<file path="src/rtl/test11_method_driver.sv">
// test11_method_driver: single-outstanding, timeout-protected initiator for the Test11 add/sum/tst methods
module test11_method_driver #(
  parameter int TIMEOUT = 255,
  parameter int CNT_W = 16
) (
  input  logic             CLK,
  input  logic             RST,
  input  logic             req_valid,
  output logic             req_ready,
  input  logic             req_op,
  input  logic [31:0]      req_a,
  input  logic [31:0]      req_b,
  input  logic [2:0]       req_z,
  output logic             resp_valid,
  input  logic             resp_ready,
  output logic             resp_op,
  output logic [31:0]      resp_sum,
  output logic             resp_cry,
  output logic [1:0]       resp_tst,
  output logic             resp_timeout,
  input  logic             RDY_add,
  output logic             EN_add,
  output logic [31:0]      add_s_a,
  output logic [31:0]      add_s_b,
  input  logic             RDY_sum,
  input  logic [31:0]      sum_sum,
  input  logic             sum_cry,
  input  logic             RDY_tst,
  input  logic [1:0]       tst,
  output logic [2:0]       tst_z,
  output logic             busy,
  output logic [CNT_W-1:0] txn_count
);
  localparam int TW = $clog2(TIMEOUT + 1);
  typedef enum logic [2:0] {IDLE, ISSUE, WAIT, PROBE, RESP} state_t;
  state_t state, state_n;
  logic [TW-1:0] timer;
  logic active, done, expired;
  assign req_ready = state == IDLE && !RST;
  assign EN_add = state == ISSUE && RDY_add && !RST;
  assign resp_valid = state == RESP;
  assign busy = state != IDLE;
  // Completion wins over timeout; a timeout only fires in a busy state whose completion is absent
  always_comb begin
    active = state == ISSUE || state == WAIT || state == PROBE;
    done = (state == ISSUE && RDY_add) || (state == WAIT && RDY_sum) || (state == PROBE && RDY_tst);
    expired = active && !done && timer == TW'(TIMEOUT);
    state_n = state;
    case (state)
      IDLE:        state_n = req_valid ? (req_op ? PROBE : ISSUE) : IDLE;
      ISSUE:       state_n = RDY_add ? WAIT : (expired ? RESP : ISSUE);
      WAIT, PROBE: state_n = (done || expired) ? RESP : state;
      RESP:        state_n = resp_ready ? IDLE : RESP;
      default:     state_n = IDLE;
    endcase
  end
  // State register, request latches, saturating timer, response capture and handshake counter
  always_ff @(posedge CLK) begin
    if (RST) begin
      state <= IDLE;
      timer <= '0;
      resp_op <= 1'b0;
      add_s_a <= '0;
      add_s_b <= '0;
      tst_z <= '0;
      resp_sum <= '0;
      resp_cry <= 1'b0;
      resp_tst <= '0;
      resp_timeout <= 1'b0;
      txn_count <= '0;
    end else begin
      state <= state_n;
      if (state == IDLE && req_valid) begin
        resp_op <= req_op;
        add_s_a <= req_a;
        add_s_b <= req_b;
        tst_z <= req_z;
        timer <= '0;
      end else if (active && timer != TW'(TIMEOUT)) begin
        timer <= timer + TW'(1);
      end
      if (state == WAIT && RDY_sum) begin
        resp_sum <= sum_sum;
        resp_cry <= sum_cry;
        resp_tst <= '0;
        resp_timeout <= 1'b0;
      end else if (state == PROBE && RDY_tst) begin
        resp_sum <= '0;
        resp_cry <= 1'b0;
        resp_tst <= tst;
        resp_timeout <= 1'b0;
      end else if (expired) begin
        resp_sum <= '0;
        resp_cry <= 1'b0;
        resp_tst <= '0;
        resp_timeout <= 1'b1;
      end
      if (resp_valid && resp_ready) txn_count <= txn_count + CNT_W'(1);
    end
  end
endmodule

</file>
<file path="config.mk">
export PLATFORM = sky130hd
export DESIGN_NAME = test11_method_driver
export DESIGN_NICKNAME = d
export VERILOG_FILES = /design/src/rtl/test11_method_driver.sv
export SDC_FILE = /design/constraint.sdc
export NUM_CORES = 1
export LEC_CHECK = 0
export CORE_MARGIN = 1.5
export CORE_UTILIZATION = 28
export CTS_BUF_LIST = sky130_fd_sc_hd__clkbuf_2 sky130_fd_sc_hd__clkbuf_4 sky130_fd_sc_hd__clkbuf_8
export DETAILED_ROUTE_END_ITERATION = 7
export PLACE_DENSITY_LB_ADDON = 0.12
export SLEW_MARGIN = 20
export SYNTH_ARGS = -nofsm -noshare
export SYNTH_HDL_FRONTEND = slang
export SYNTH_SLANG_ARGS = --single-unit
</file>
<file path="constraint.sdc">
create_clock -name CLK -period 2.11 [get_ports CLK]
set_input_delay 0.211 -clock CLK [delete_from_list [all_inputs] [get_ports CLK]]
set_output_delay 0.211 -clock CLK [all_outputs]
set_load 0.05 [all_outputs]
</file>
# Word-level counts from Yosys, hierarchy flattened
# Cells that the tools add are included.
[word_totals] n_memories=0 mem_bits_ro=0 latchBits=0 reg_bits=131 output_inout_bits=124 mem_bits_rw=0 word_cells=60
[classes] n_mul=0 bitwise=0 n_div=0 n_addsub=2 shifts=0 mux=15 n_reduce_logical=25 n_eq_ne=7 n_lt_le_gt_ge=0
[op_table] cell="32-bit 2-to-1 mux" count=3
[op_table] cell="16-bit by 1-bit adder with 16-bit output, second input constant" count=1
[op_table] cell="3-bit 2-to-1 mux" count=4
[op_table] cell="3-bit case mux with 4 select lines" count=1
[op_table] cell="1-bit logical AND" count=10
[op_table] cell="8-bit by 1-bit adder with 8-bit output, second input constant" count=1
[op_table] cell="8-bit == test, second input constant" count=1
[op_table] cell="2-bit 2-to-1 mux" count=4
[op_table] cell="8-bit inequality test, second input constant" count=1
[op_table] cell="3-bit by 2-bit == test with 1-bit output, second input constant" count=2
[op_table] cell="3-bit nonzero test" count=2
[op_table] cell="2-bit OR reduction" count=3
[op_table] cell="1-bit logical OR" count=5
[op_table] cell="3-bit by 1-bit == test with 1-bit output, second input constant" count=1
[op_table] cell="3-bit == test, second input constant" count=1
[op_table] cell="3-bit zero test" count=1
[op_table] cell="1-bit 2-to-1 mux" count=3
[op_table] cell="3-bit OR reduction" count=1
[op_table] cell="1-bit zero test" count=2
[op_table] cell="2-bit inequality test, second input constant" count=1
[op_table] cell="2-bit nonzero test" count=1

# Depth between registers and ports, before layout
# Gate-level depths: netlist of the first run.
[depth] word_depth=10 mapped_depth=8 mapped_depth_nobuf=5

# Worst setup path before layout of the first run
# Ideal clock, no wire load.
[synth_timing] kind="register to output" start="reg state[0]" end="out EN_add" path_stages_with_launch=5 setup_slack_ns=-0.566 t_required_ns=1.899 arrival_time_ns=2.465 n_path_buf=2 path_cell_list="dfxtp_1 > buf_2 > clkbuf_1 > nand2b_1 > nor4b_1"
[synth_via] elab_chain_cells=3
[synth_lines] element="from (decl)" line_no="36" rtl="state_t state, state_n;"
[synth_lines] element="from (signal assigned)" line_no="72" rtl="state <= state_n;"
[synth_lines] element="3-bit by 1-bit == test with 1-bit output" line_no="40" rtl="assign EN_add = state == ISSUE && RDY_add && !RST;"
[synth_lines] element="1-bit logical AND (2 in series)" line_no="40"
[synth_lines] element="to (decl)" line_no="22" rtl="output logic EN_add,"
# Every way passes these cells.

# Worst setup path in the final report of the first run
[layout_timing] start="reg txn_count[2]" end="out txn_count[2]"
[layout_lines] element="from (decl)" line_no="32" rtl="output logic [CNT_W-1:0] txn_count"
[layout_lines] element="from (signal assigned)" line_no="98" rtl="if (resp_valid && resp_ready) txn_count <= txn_count + CNT_W'(1);"
# No word-level cell between the ends.

==> flow_summary_export.csv, run 1 <==
group,metric,value,unit
min_path,worstHoldPathCells,2,
placed_design,place_hpwl,10.3,mm
min_path,hold_path.class,"input port to flip-flop",
clock_tree,clk_pin_slew,0.08,ns
clock_tree,cts_tree,"yes",
die,rows,47,
yosys,ys_ff_latch,131,
yosys,yosysWarnings,0,
yosys,synth_edf_count,0,
worst_setup_path,path_max_fanout,5,
worst_setup_path,critPathMaxStageDelay,0.86,ns
sta,final_max_slew_viol_count,0,
yosys,yosysMostFrequentCell,"nand2_1",
yosys,synthAdderAreaFrac,0.519,%
yosys,syn_nets,661,
worst_setup_path,cp.required,1.90,ns
placed_design,portBuffers,233,
sta,relSlewSlack,56.2,%
worst_setup_path,r2r_slack,0.29,ns
min_path,hold_end,"state[1]",
die,core-area,16700,um^2
placed_design,post_dp_cell_area,7460,um^2
yosys,ys_types,45,
status,status,"complete, no violations",
yosys,synth_top_family_by_area,"simple AND/OR/NAND/NOR gates",
yosys,synth_mux_area_share,0.856,%
clock_tree,root_buffer,"clkbuf_8",
route,viasPerCell,4.61,
worst_setup_path,path_class,"flip-flop to output pin",
worst_setup_path,crit_path_top_delay_cell,"clkdlybuf4s50_1",
clock_tree,numCtsBuffers,17,
cells_and_area,fin_nets,890,
yosys,synthSimpleGateAreaFrac,20.7,%
worst_setup_path,critPathArrivalTime,1.75,ns
yosys,yosys-top-cells-count,"nand2_1, dfxtp_1, a21oi_1",
yosys,synth_area_leader_cell,"dfxtp_1",
cells_and_area,utilization,47.0,%
route,routedWlPerCell,14.3,um
worst_setup_path,crit_path_cell_trace,"clkdlybuf4s50_1",
clock_tree,cts_sinks,131,
min_path,worstHoldStart,"RST",
route,vias,4656,
die,pin_count,234,
die,initial_utilization,28.9,%
worst_setup_path,r2r_cells,6,
yosys,synthXorXnorAreaFrac,1.82,%
worst_setup_path,critPathLaunchType,"flip-flop",
route,ant_nets,0,
cells_and_area,antenna_cells,0,
grt,grt_pass1_vias,4431,
die,dieWidth,134,um
route,route.detailed.drc,0,
clock_tree,ctsHtreeMaxLevel,4,
yosys,syn_area_per_cell,8.79,um^2
sta,fin_crit,1.96,ns
power_and_ir_drop,power_leakage,2.80,nW
yosys,yosysSeqAreaShare,54.4,%
grt,antenna_found_initial,0,
worst_setup_path,crit_path_end_kind,"output pin",
yosys,post-synth-top-area-fraction,54.4,%
sta,fin_crit_sh,92.9,%
yosys,ys.flop_type,"dfxtp_1",
yosys,async_reset_ff_share,0,%
grt,grt_pass1_wl,22.5,mm
grt,grt_max_degree,48,
grt,grt_overflow,0,
sta,hold_viol_final,0,
sta,setup-violations-final,0,
yosys,synth_area_leaders,"dfxtp_1, nand2_1, a21oi_1",
sta,max_freq,510,MHz
worst_setup_path,critPathBufInv,1,
sta,worst_hold_slack,0.121,ns
die,dieHeight,134,um
grt,grtUsageTotal,15.8,%
sta,skew,0.0117,ns
sta,fin_setup_tns,0,ns
sta,worst_slew_pin_slew,0.655,ns
cells_and_area,stdcell_area,7850,um^2
cells_and_area,drive_above_1_share,8.60,%
run,max-cap-violations,0,
clock_tree,cts_buffer_depth,2,
clock_tree,clock_latency,0.44,ns
worst_setup_path,r2r-start,"state[1]",
route,drtIter0Drc,145,
die,dieArea,18000,um^2
power_and_ir_drop,p_per_area,781,nW/um^2
worst_setup_path,rr_endpoint,"txn_count[15]",
yosys,synthCells,549,
placed_design,globalplace.congestion,0.783,
sta,rsz0062_at_grt,"false",
clock_tree,post_cts_buffers,0,
clock_tree,hold_buffers,0,
power_and_ir_drop,vdd_drop_max,0.337,mV
cells_and_area,area_delta_synth_final,62.8,%
yosys,netlist_area,4820,um^2
route,drt_first_pass_iters,5,
clock_tree,cts_resized,0,
cells_and_area,fillerInstances,1596,
worst_setup_path,critPathTopFamily,"buffers and inverters",
yosys,synth-compound-area-share,18.0,%
route,drt_wl_total,14.5,mm
how the worst max path moves through the flow:
stage,depth (start not counted),end,start
after CTS,4,resp_valid,state[2]
final,1,txn_count[2],txn_count[2]
after global placement,5,txn_count[14],resp_ready
after floorplan,5,txn_count[14],txn_count[0]
after global routing,4,EN_add,state[0]
after detailed placement,7,txn_count[15],resp_ready
per-stage QoR:
stage,setup slack [ns],power (mW),instances
after floorplan,0.0404,3.54,549
after global placement,0.0966,4.11,979
after detailed placement,0.0915,4.13,979
after CTS,0.0275,6.22,1011
after global routing,0.0482,6.42,1011
final,0.149,6.13,1011
cells in the final DEF, fill, tap and decap left out, types with 2 or more instances in the layout:
cell               n
o21ai_0            6
nand2_1          148
or2_2              3
dfxtp_1          130
or3_1              6
o21bai_1           3
buf_12             5
nor3_1             6
or4_1              3
xor2_1             4
clkinv_4           4
inv_6              3
nor3b_1            2
nand2b_1           2
a21oi_1           84
inv_1              6
nand4_1            6
ha_1               2
buf_4             13
nor4_1             2
xnor2_1            6
o31ai_1            3
mux2i_1            3
clkinvlp_4         4
nand3_1           11
clkdlybuf4s50_1  228
nor2b_1            2
nor2_1            16
a22o_1            35
clkbuf_8          19
area by class of cell:
type | count | area (um^2) | area share, %
Sequential cell | 131 | 2620 | 33.4
Inverter | 6 | 22.5 | 0.287
Multi-Input combinational cell | 375 | 2060 | 26.2
Clock buffer | 19 | 262 | 3.33
Clock inverter | 13 | 126 | 1.61
Timing Repair Buffer | 247 | 2480 | 31.6
Tap cell | 220 | 275 | 3.51
cell families after synthesis:
family	after synthesis
AO/OA/AOI/OAI	139
XOR/XNOR	10
adder cells (fa/ha/maj)	2
buffers and inverters	43
flip-flops	131
multiplexers	4
AND/OR/NAND/NOR	220
sequential cells by signal (all words and copies together) (netlist names):
signal	flops
resp_op	1
resp_cry	1
timer	8
add_s_a	32
txn_count	16
state	3
resp_sum	32
add_s_b	32
resp_timeout	1
tst_z	3
resp_tst	2
metal layers:
metal / vias up / global-route usage [%] / share of wire, %
met1: 2160 / 18.6 / 43
met3: 22 / 4.76 / 6.1
met4: 0 / 6.99 / 2.2
met2: 138 / 26.4 / 48
li1: 2336 / - / -
met5: - / 0 / 0
where the power goes:
| part | total [mW] | internal [mW] | switching (mW) |
|---|---|---|---|
| Combinational | 1.39 | 0.549 | 0.837 |
| Clock | 2.07 | 1.01 | 1.06 |
| Sequential | 2.68 | 2.60 | 0.0731 |
(Power assumes the default switching activity.)
==> inputs of run 2 (changes only) <==
--- a/config.mk
+++ b/config.mk
@@ -7,9 +7,7 @@
 export LEC_CHECK = 0
 export CORE_MARGIN = 1.5
 export CORE_UTILIZATION = 28
-export CTS_BUF_LIST = sky130_fd_sc_hd__clkbuf_2 sky130_fd_sc_hd__clkbuf_4 sky130_fd_sc_hd__clkbuf_8
 export DETAILED_ROUTE_END_ITERATION = 7
-export PLACE_DENSITY_LB_ADDON = 0.12
 export SLEW_MARGIN = 20
 export SYNTH_ARGS = -nofsm -noshare
 export SYNTH_HDL_FRONTEND = slang
==> flow_summary_export.csv, run 2 (synthesis gave the netlist of run 1 again) <==
group,metric,value,unit
worst_setup_path,crit_path_start,"txn_count[11]",
power_and_ir_drop,p_seq_share,37.9,%
die,pin_count,234,
worst_setup_path,critPathBufInv,1,
worst_setup_path,critPathArrivalTime,1.74,ns
cells_and_area,fin_nets,890,
die,rows,47,
grt,grt_pass1_wl,23.2,mm
run,max-cap-violations,0,
die,dieHeight,134,um
cells_and_area,final_cell_mix,"clkdlybuf4s50_1, nand2_1, dfxtp_1",
placed_design,place_ws,0.0807,ns
worst_setup_path,critPathLaunchType,"flip-flop",
clock_tree,root_buffer,"clkbuf_16",
worst_setup_path,critPathTopFamily,"buffers and inverters",
power_and_ir_drop,total_power,7.08,mW
sta,timing.final.ws_setup,0.159,ns
sta,hold_viol_final,0,
power_and_ir_drop,vdd_drop_max,0.576,mV
sta,fin_crit,1.95,ns
cells_and_area,drive_above_1_share,8.48,%
route,vias,4751,
die,core-area,16700,um^2
route,ant_nets,0,
clock_tree,cts_tree,"yes",
power_and_ir_drop,intPower,5.08,mW
cells_and_area,area_delta_synth_final,67.6,%
clock_tree,clk_pin_slew,0.06,ns
power_and_ir_drop,clkPwrFrac,42.5,%
route,drtIter0Drc,138,
power_and_ir_drop,share_comb_of_total_power,19.5,%
worst_setup_path,r2r-start,"state[2]",
worst_setup_path,crit_path_cell_trace,"clkdlybuf4s50_1",
status,status,"complete, no violations",
placed_design,globalplace.congestion,0.825,
placed_design,portBuffers,233,
die,initial_utilization,28.9,%
grt,grt_max_degree,53,
placed_design,place_hpwl,10.4,mm
worst_setup_path,path_class,"flip-flop to output pin",
power_and_ir_drop,power_switching,2.01,mW
sta,worst_slew_pin_slew,0.653,ns
worst_setup_path,cp.required,1.90,ns
die,dieArea,18000,um^2
worst_setup_path,path_max_fanout,7,
clock_tree,cts_buffer_depth,2,
min_path,worstHoldStart,"RST",
clock_tree,clock_latency,0.42,ns
cells_and_area,fillerInstances,1569,
route,routedWlPerCell,14.5,um
route,drt_wl_total,14.6,mm
die,dieWidth,134,um
sta,setup-violations-final,0,
clock_tree,hold_buffers,0,
cells_and_area,antenna_cells,0,
power_and_ir_drop,swShare,28.4,%
min_path,hold_path.class,"input port to flip-flop",
worst_setup_path,crit_path_end_kind,"output pin",
clock_tree,numCtsBuffers,17,
sta,final_max_slew_viol_count,0,
grt,grt_pass1_vias,4725,
route,drt_first_pass_iters,7,
sta,relSlewSlack,56.4,%
sta,fin_crit_sh,92.5,%
grt,antenna_found_initial,0,
route,viasPerCell,4.70,
route,route.detailed.drc,0,
cells_and_area,reg.largest.list,"add_s_a x32, add_s_b x32, resp_sum x32",
sta,fin_setup_tns,0,ns
sta,skew,0.0118,ns
clock_tree,cts_sinks,131,
worst_setup_path,critPathMaxStageDelay,0.86,ns
sta,rsz0062_at_grt,"false",
power_and_ir_drop,p_per_area,876,nW/um^2
power_and_ir_drop,power_leakage,2.92,nW
sta,max_freq,513,MHz
grt,grt_overflow,0,
clock_tree,ctsHtreeMaxLevel,4,
worst_setup_path,crit_path_top_delay_cell,"clkdlybuf4s50_1",
cells_and_area,final_common_cell,"clkdlybuf4s50_1",
grt,grtUsageTotal,16.0,%
-- run 2: cell types whose count changed in the layout (fill, tap and decap cells not counted), sizes merged --
cell / change
clkinvlp: -3
bufinv: +2
clkinv: +2
inv: -2
-- run 2: area by class of cell --
type                       instances  area (um^2)  share of cell area [%]
clock buffer                      19          453                    5.60
clock inverter                    12          156                    1.93
inverter                           6         22.5                   0.279
sequential                       131         2620                    32.5
timing repair buffer             247         2490                    30.8
multi-input combinational        375         2070                    25.6
tap                              220          275                    3.41
-- run 2: timing repair --
item / 4_1_cts / 5_1_grt
endpoints found under the hold margin: 0 / 0
endpoints found under the setup margin: 1 / 1
setup buffers: 0 / 0
resized for setup: 1 / 1
-- run 2: stage by stage --
step	util [%]	instances	cell area [um^2]	hold WS (ns)
floorplan	-	549	4840	0.337
global placement	44.7	979	7460	0.441
detailed placement	44.7	979	7460	0.446
CTS	48.4	1010	8080	0.229
global route	48.4	1010	8080	0.274
finish	48.4	1010	8080	0.238
-- run 2: path summary, 6_finish.rpt --
check,slack [ns],endpoint,cells past startpoint
max,0.16,txn_count[11],1
min,0.24,txn_count[11],2
max reg2reg,0.31,state[2],5
min reg2reg,0.45,add_s_a[12],2
-- run 2: metal layers --
layer | share of wire [%] | GRT usage (%) | vias up
met5 | 0 | 0 | -
met2 | 48 | 27.6 | 174
li1 | - | - | 2347
met1 | 43 | 18.5 | 2211
met4 | 1.3 | 5.20 | 0
met3 | 8.0 | 5.74 | 19
-- run 2: power groups by stage --
stage | clock [mW] | combinational, mW | sequential, mW
floorplan | 0 | 0.384 | 3.15
global placement | 0 | 1.38 | 2.73
detailed placement | 0 | 1.39 | 2.74
CTS | 3.10 | 1.40 | 2.69
global route | 3.19 | 1.47 | 2.71
finish | 3.01 | 1.38 | 2.69
==> inputs of run 3 (changes only) <==
--- a/config.mk
+++ b/config.mk
@@ -7,6 +7,7 @@
 export LEC_CHECK = 0
 export CORE_MARGIN = 1.5
 export CORE_UTILIZATION = 28
+export CTS_BUF_LIST = sky130_fd_sc_hd__clkbuf_8
 export DETAILED_ROUTE_END_ITERATION = 7
 export SLEW_MARGIN = 20
 export SYNTH_ARGS = -nofsm -noshare
==> flow_summary_export.csv, run 3 (synthesis gave the netlist of run 1 again) <==
group,metric,value,unit
sta,worst_slew_pin_slew,0.662,ns
clock_tree,clock_latency,0.44,ns
route,viasPerCell,4.70,
sta,relSlewSlack,55.8,%
cells_and_area,final_common_cell,"clkdlybuf4s50_1",
run,max-cap-violations,0,
power_and_ir_drop,power_leakage,2.83,nW
worst_setup_path,crit_path_cell_trace,"clkdlybuf4s50_1",
clock_tree,cts_tree,"yes",
power_and_ir_drop,vdd_drop_max,0.404,mV
worst_setup_path,path_class,"flip-flop to output pin",
sta,max_freq,507,MHz
die,rows,47,
sta,skew,0.00972,ns
worst_setup_path,critPathBufInv,1,
grt,grtUsageTotal,16.1,%
die,dieWidth,134,um
die,dieHeight,134,um
cells_and_area,area_delta_synth_final,63.6,%
worst_setup_path,cp.required,1.90,ns
grt,grt_pass1_wl,23.2,mm
min_path,hold_path.class,"input port to flip-flop",
die,core-area,16700,um^2
sta,setup-violations-final,0,
sta,rsz0062_at_grt,"false",
sta,hold_viol_final,0,
die,initial_utilization,28.9,%
clock_tree,numCtsBuffers,17,
cells_and_area,final_cell_mix,"clkdlybuf4s50_1, nand2_1, dfxtp_1",
clock_tree,clk_pin_slew,0.08,ns
placed_design,portBuffers,233,
worst_setup_path,path_max_fanout,6,
cells_and_area,fillerInstances,1586,
clock_tree,cts_sinks,131,
sta,fin_crit,1.97,ns
cells_and_area,reg.largest.list,"add_s_a x32, add_s_b x32, resp_sum x32",
sta,final_max_slew_viol_count,0,
clock_tree,root_buffer,"clkbuf_8",
placed_design,globalplace.congestion,0.825,
sta,fin_setup_tns,0,ns
power_and_ir_drop,total_power,6.30,mW
route,drtIter0Drc,133,
route,route.detailed.drc,0,
status,status,"complete, no violations",
power_and_ir_drop,p_per_area,798,nW/um^2
grt,antenna_found_initial,0,
cells_and_area,drive_above_1_share,8.48,%
route,drt_wl_total,14.6,mm
grt,grt_overflow,0,
worst_setup_path,critPathTopFamily,"buffers and inverters",
route,routedWlPerCell,14.4,um
placed_design,place_hpwl,10.4,mm
grt,grt_pass1_vias,4690,
clock_tree,ctsHtreeMaxLevel,4,
cells_and_area,fin_nets,890,
worst_setup_path,critPathMaxStageDelay,0.86,ns
route,drt_first_pass_iters,4,
clock_tree,cts_buffer_depth,2,
cells_and_area,antenna_cells,0,
worst_setup_path,critPathLaunchType,"flip-flop",
worst_setup_path,crit_path_top_delay_cell,"clkdlybuf4s50_1",
worst_setup_path,crit_path_end_kind,"output pin",
die,pin_count,234,
route,vias,4743,
worst_setup_path,critPathArrivalTime,1.76,ns
route,ant_nets,0,
grt,grt_max_degree,53,
die,dieArea,18000,um^2
sta,fin_crit_sh,93.5,%
## run 3: cell types whose count changed in the layout (fill, tap and decap cells not counted)
cell       previous run  this run
clkbuf_16            17         0
clkbuf_8              2        19
## run 3: repair_timing
action / in CTS / in global routing
cloned: 0 / 0
endpoints found under the setup margin: 1 / 1
setup buffers: 0 / 0
hold buffers: 0 / 0
resized for setup: 1 / 1
## run 3: where the power goes
part | internal (mW) | total [mW] | switching, mW
clock | 1.23 | 2.23 | 0.998
combinational | 0.549 | 1.38 | 0.835
sequential | 2.60 | 2.68 | 0.0784
## run 3: cell type report
type / instances / area, um^2 / share of cell area (%)
multi-input cells: 375 / 2070 / 26.2
clock buffers: 19 / 262 / 3.31
inverters: 6 / 22.5 / 0.285
clock inverters: 12 / 156 / 1.98
repair buffers: 247 / 2490 / 31.5
well taps: 220 / 275 / 3.49
flip-flops and latches: 131 / 2620 / 33.2
## run 3: worst paths after layout
check	start	endpoint	slack [ns]	cells past startpoint
min	RST	txn_count[11]	0.22	2
max	txn_count[7]	txn_count[7]	0.14	1
max reg2reg	txn_count[0]	txn_count[14]	0.31	5
min reg2reg	add_s_a[12]	add_s_a[12]	0.45	2
## run 3: per-layer routing
metal	GRT usage (%)	vias up	share of wire, %
met2	27.2	176	47
met4	5.44	0	1.6
met3	5.86	18	8.0
li1	-	2343	-
met5	0	-	0
met1	18.7	2206	43
## run 3: stage by stage
stage          cells  worst slack, ns  area (um^2)  hold slack (ns)  util, %
4_1_cts         1010           0.0200         7890            0.189     47.3
6_report        1010            0.136         7890            0.217     47.3
2_1_floorplan    549           0.0404         4840            0.337        -
5_1_grt         1010           0.0217         7890            0.231     47.3
3_5_place_dp     979           0.0807         7460            0.446     44.7
3_3_place_gp     979            0.109         7460            0.441     44.7
